File: src/rtl/vga_timing_pkg.sv
// vga_timing_pkg: default 640x480@60 timing constants shared by raster and sprite stages
package vga_timing_pkg;
  localparam int CNT_W = 10;
  localparam int H_VISIBLE = 640;
  localparam int H_FRONT = 16;
  localparam int H_SYNC = 96;
  localparam int H_BACK = 48;
  localparam int H_TOTAL = H_VISIBLE + H_FRONT + H_SYNC + H_BACK;
  localparam int V_VISIBLE = 480;
  localparam int V_FRONT = 10;
  localparam int V_SYNC = 2;
  localparam int V_BACK = 33;
  localparam int V_TOTAL = V_VISIBLE + V_FRONT + V_SYNC + V_BACK;
  localparam int H_SYNC_START = H_VISIBLE + H_FRONT;
  localparam int H_SYNC_END = H_SYNC_START + H_SYNC;
  localparam int V_SYNC_START = V_VISIBLE + V_FRONT;
  localparam int V_SYNC_END = V_SYNC_START + V_SYNC;
endpackage

File: src/rtl/vga_sync_delay.sv
// vga_sync_delay: reset-to-inactive shift register aligning sync with the pixel pipeline
module vga_sync_delay #(
  parameter int WIDTH = 2,
  parameter int DEPTH = 2
) (
  input  logic             vga_clk,
  input  logic             reset_n,
  input  logic [WIDTH-1:0] d,
  output logic [WIDTH-1:0] q
);
  if (DEPTH == 0) begin : g_pass
    assign q = d;
  end else begin : g_sr
    logic [WIDTH-1:0] sr [DEPTH];
    always_ff @(posedge vga_clk or negedge reset_n) begin
      if (!reset_n) begin
        for (int i = 0; i < DEPTH; i++) sr[i] <= '1;
      end else begin
        sr[0] <= d;
        for (int i = 1; i < DEPTH; i++) sr[i] <= sr[i-1];
      end
    end
    assign q = sr[DEPTH-1];
  end
endmodule

File: src/rtl/vga_timing_gen.sv
// vga_timing_gen: VGA raster counters, registered blank/strobe decode and delayed hs/vs
module vga_timing_gen #(
  parameter int H_VISIBLE = vga_timing_pkg::H_VISIBLE,
  parameter int H_FRONT = vga_timing_pkg::H_FRONT,
  parameter int H_SYNC = vga_timing_pkg::H_SYNC,
  parameter int H_BACK = vga_timing_pkg::H_BACK,
  parameter int V_VISIBLE = vga_timing_pkg::V_VISIBLE,
  parameter int V_FRONT = vga_timing_pkg::V_FRONT,
  parameter int V_SYNC = vga_timing_pkg::V_SYNC,
  parameter int V_BACK = vga_timing_pkg::V_BACK,
  parameter int SYNC_DELAY = 2
) (
  input  logic       vga_clk,
  input  logic       reset_n,
  output logic [9:0] DrawX,
  output logic [9:0] DrawY,
  output logic       blank,
  output logic       hs,
  output logic       vs,
  output logic       frame_start,
  output logic       vblank_start
);
  import vga_timing_pkg::*;
  localparam int H_TOT = H_VISIBLE + H_FRONT + H_SYNC + H_BACK;
  localparam int V_TOT = V_VISIBLE + V_FRONT + V_SYNC + V_BACK;
  localparam int HS_START = H_VISIBLE + H_FRONT;
  localparam int HS_END = HS_START + H_SYNC;
  localparam int VS_START = V_VISIBLE + V_FRONT;
  localparam int VS_END = VS_START + V_SYNC;
  if (H_TOT > 1024 || V_TOT > 1024 || SYNC_DELAY < 0 || SYNC_DELAY > 7) begin : g_bad_cfg
    $error("vga_timing_gen: totals must fit 10-bit counters and SYNC_DELAY must be 0..7");
  end
  logic [CNT_W-1:0] h_cnt, v_cnt, h_nxt, v_nxt;
  logic h_wrap, hs_i, vs_i;
  logic [1:0] sync_q;
  assign h_wrap = h_cnt == CNT_W'(H_TOT - 1);
  always_comb begin
    h_nxt = h_wrap ? '0 : h_cnt + 1'b1;
    v_nxt = !h_wrap ? v_cnt : (v_cnt == CNT_W'(V_TOT - 1)) ? '0 : v_cnt + 1'b1;
    hs_i = !(h_cnt >= CNT_W'(HS_START) && h_cnt < CNT_W'(HS_END));
    vs_i = !(v_cnt >= CNT_W'(VS_START) && v_cnt < CNT_W'(VS_END));
  end
  // Decode from next-state counts so the flags land on the same edge as DrawX/DrawY
  always_ff @(posedge vga_clk or negedge reset_n) begin
    if (!reset_n) begin
      h_cnt <= '0;
      v_cnt <= '0;
      blank <= 1'b1;
      frame_start <= 1'b0;
      vblank_start <= 1'b0;
    end else begin
      h_cnt <= h_nxt;
      v_cnt <= v_nxt;
      blank <= h_nxt < CNT_W'(H_VISIBLE) && v_nxt < CNT_W'(V_VISIBLE);
      frame_start <= h_nxt == '0 && v_nxt == '0;
      vblank_start <= h_nxt == '0 && v_nxt == CNT_W'(V_VISIBLE);
    end
  end
  assign DrawX = h_cnt;
  assign DrawY = v_cnt;
  vga_sync_delay #(.WIDTH(2), .DEPTH(SYNC_DELAY)) u_sync (
    .vga_clk(vga_clk),
    .reset_n(reset_n),
    .d({hs_i, vs_i}),
    .q(sync_q)
  );
  assign {hs, vs} = sync_q;
endmodule
File: config.mk
export PLATFORM = sky130hd
export DESIGN_NAME = vga_timing_gen
export DESIGN_NICKNAME = d
export VERILOG_FILES = /design/src/rtl/vga_timing_pkg.sv /design/src/rtl/vga_sync_delay.sv /design/src/rtl/vga_timing_gen.sv
export SDC_FILE = /design/constraint.sdc
export NUM_CORES = 1
export LEC_CHECK = 0
export ABC_AREA = 1
export CAP_MARGIN = 5
export CORE_MARGIN = 2
export CORE_UTILIZATION = 53
export DETAILED_ROUTE_END_ITERATION = 12
export GPL_TIMING_DRIVEN = 0
export HOLD_SLACK_MARGIN = 0.15
export PLACE_DENSITY_LB_ADDON = 0.1
export SYNTH_ARGS = -nofsm -noshare
export SYNTH_HDL_FRONTEND = slang
export SYNTH_SLANG_ARGS = --single-unit
export TNS_END_PERCENT = 100
File: constraint.sdc
create_clock -name vga_clk -period 1.89 [get_ports vga_clk]
set_clock_uncertainty 0.05 [all_clocks]
set_input_delay 0.189 -clock vga_clk [delete_from_list [all_inputs] [get_ports vga_clk]]
set_output_delay 0.189 -clock vga_clk [all_outputs]
set_load 0.1 [all_outputs]
==> impl_metrics.toml <==
[run_status]
status = "completed"

[die]
fp-row-count = 20
chipWidth_um = 61.04
die_h_um = 61.04
boundaryPins = 27
start_util_pct = 56.02
core_region_area_mm2 = 0.003078
die_area_mm2 = 0.003725

[power]
power.net_switching_mw = 0.2007
clock_power_share_pct = 30.9
power-per-cell-area_mw_per_mm2 = 392.4
p_leak_nw = 1.219
ir_drop_mv = 0.2629
p_int_mw = 0.6670
power.share.switching_pct = 23.13
p_total_mw = 0.8677
combPwrFrac_pct = 2.4
power.share.sequential_pct = 66.7

[cts]
cts_max_level = 1
cts_root_buf = "clkbuf_4"
numCtsBuffers = 3
insertion_delay_ns = 0.34
cts.reportedPaths.clkPinSlew_ns = 0.16
cts_sinks = 27
cts_tree = "yes"
clock_path_buffers = 2

[sta]
fin_setup_tns_ns = 0
min_period_ns = 1.863
max_freq_mhz = 536.7
slew_violations = 0
hold_viol = 0
setup-violations-final = 0
worst_slew_pin_slew_ns = 0.9570
grt_setup_unrepaired = "true"
timing.slew.headroom_pct = 36.45
period_share_pct = 98.58

[setup_path]
worst-path-buf-inv = 1
cp_top_family = "buffers and inverters"
r2r_cells = 12
worstSetupStartpointType = "flop"
cp.required_ns = 1.65
critPathSlowestCell = "clkdlybuf4s15_1"
ff2ff_setup_slack_ns = 0.03
endpoint_kind = "output port"
crit_chain = "clkdlybuf4s15_1"
rr_startpoint = "DrawX[1]"
cp_max_fo = 5
path_class = "flop to output port"
r2r_end = "frame_start"
cp_slowest_stage_delay_ns = 0.84
worstPathArrival_ns = 1.62

[min_path]
hold_class = "flop to flop"
min_from = "u_sync.g_sr.sr[3]"
hold_end = "u_sync.q[1]"
hold_depth = 0

[logic_synthesis]
netlist.area_leader.share_pct = 31.93
synthCells = 247
synth_area_leaders = "dfrtp_1, nand2_1, inv_1"
synth_top_cell_by_area = "dfrtp_1"
ys_types = 29
syn_avg_cell_area_um2 = 6.980
yosysSeqAreaShare_pct = 39.55
synth_commonest_cells = "nand2_1, inv_1, nor2_1, nand3_1, dfrtp_1"
synth_ff_type = "dfrtp_1"
yosys.cell_count.top_type = "nand2_1"
yosys_warnings = 0
synth_seq_cells = 27
synth_enable_flop_cells = 0
netlist_area_mm2 = 0.001724
synthArstFlopShare_pct = 100.0
synth_nets = 254

[grt]
grt_max_degree = 28
grt_pass1_vias = 1384
antenna_found_initial = 0
grt_usage_pct = 21.59
grt_pass1_wl_mm = 6.072
grt_overflow = 0

[placement]
numPortBuffers = 26
placedCellCount = 317
dp_hpwl_mm = 2.728
gp_congestion = 0.7778

[detailed_routing]
drtIter0Drc = 40
vias_per_cell = 4.949
antenna_left = 0
drc = 0
dr.pass1.iters = 4
wire_per_inst_um = 11.72
drt_wl_total_mm = 3.878
vias = 1638

[run]
maxCapViolations = 0

[final_layout]
fin_cells = 331
final_nets = 295
syn2layout_area_growth_pct = 28.23
layout-drive-gt1-share_pct = 27.53
diodes = 0
fillers = 270
[metrics by stage]
step / hold WS [ns] / utilization, % / cell area, um^2 / setup WS (ns)
floorplan: -0.1566 / - / 1764 / -0.04038
global placement: 0.2959 / 67.56 / 2079 / 0.03349
detailed placement: 0.2976 / 67.56 / 2079 / 0.02064
CTS: 0.3186 / 68.29 / 2102 / 0.0005368
global route: 0.3246 / 71.83 / 2211 / -0.07894
finish: 0.3167 / 71.83 / 2211 / 0.02676
[area by class of cell]
| type | instances | area [um^2] | share of cell area [%] |
|---|---|---|---|
| Multi-Input combinational cell | 170 | 892.1 | 40.35 |
| Sequential cell | 27 | 709.4 | 32.09 |
| Timing Repair Buffer | 35 | 321.6 | 14.54 |
| Inverter | 47 | 176.4 | 7.980 |
| Tap cell | 44 | 55.05 | 2.490 |
| Buffer | 4 | 28.78 | 1.302 |
| Clock buffer | 3 | 22.52 | 1.019 |
| Clock inverter | 1 | 5.005 | 0.2264 |
[layer usage]
layer | up-vias | wire, um | GRT usage, %
met5 | - | 0 | 0
met4 | 0 | 36 | 4.969
met3 | 6 | 171 | 2.521
met2 | 42 | 1820 | 35.26
met1 | 750 | 1849 | 30.81
li1 | 840 | - | -
[kinds of logic after synthesis]
group | count (synthesis) | share of synthesized area [%]
XOR/XNOR | 2 | 1.016
AO/OA/AOI/OAI | 8 | 2.902
AND/OR/NAND/NOR | 154 | 41.22
flip-flops | 27 | 39.55
buffers and inverters | 51 | 11.68
adder cells (fa/ha/maj) | 5 | 3.628
[flip-flops by register name, summed over array words and instances, names as in the netlist]
| name | count |
|---|---|
| DrawX | 10 |
| DrawY | 10 |
| u_sync.g_sr.sr | 2 |
| u_sync.q | 2 |
| blank | 1 |
| frame_start | 1 |
| vblank_start | 1 |
[placed cells by master, fill, tap and decap left out, types with 3 or more instances in the layout]
cell / count
nand2_1: 76
inv_1: 44
nor2_1: 28
nand3_1: 22
dfrtp_2: 16
clkbuf_2: 10
clkdlybuf4s15_2: 8
nand4_1: 7
buf_4: 6
nand2_2: 5
dfstp_2: 5
dlygate4sd2_1: 5
dfrtp_1: 4
nor2_2: 4
ha_1: 4
inv_2: 3
nor2_4: 3
o21ai_0: 3
clkbuf_4: 3
[repair_timing]
item,4_1_cts,5_1_grt
cloned,0,2
gates resized for setup,46,26
pin swaps,0,6
hold buffers,0,1
endpoints found under the setup margin,25,15
hold endpoints to repair,0,5
buffers inserted,0,6
[power groups by stage]
stage               clock [mW]  combinational (mW)  sequential [mW]
global placement             0              0.0134            0.589
floorplan                    0         0.000000666            0.589
detailed placement           0              0.0135            0.589
global route             0.296              0.0237            0.579
CTS                      0.273              0.0135            0.578
finish                   0.268              0.0209            0.578
[worst max-delay path by stage]
| stage | from | end | slack, ns | cells past startpoint |
|---|---|---|---|---|
| after floorplan | DrawY[1] | vblank_start | -0.04 | 11 |
| after global placement | reset_n | DrawX[0] | 0.03 | 1 |
| after detailed placement | reset_n | DrawX[0] | 0.02 | 1 |
| after CTS | DrawX[1] | DrawX[1] | 0.0005 | 1 |
| after global routing | DrawX[4] | frame_start | -0.08 | 10 |
| final | DrawY[3] | DrawY[3] | 0.03 | 1 |
(Power assumes the default switching activity.)
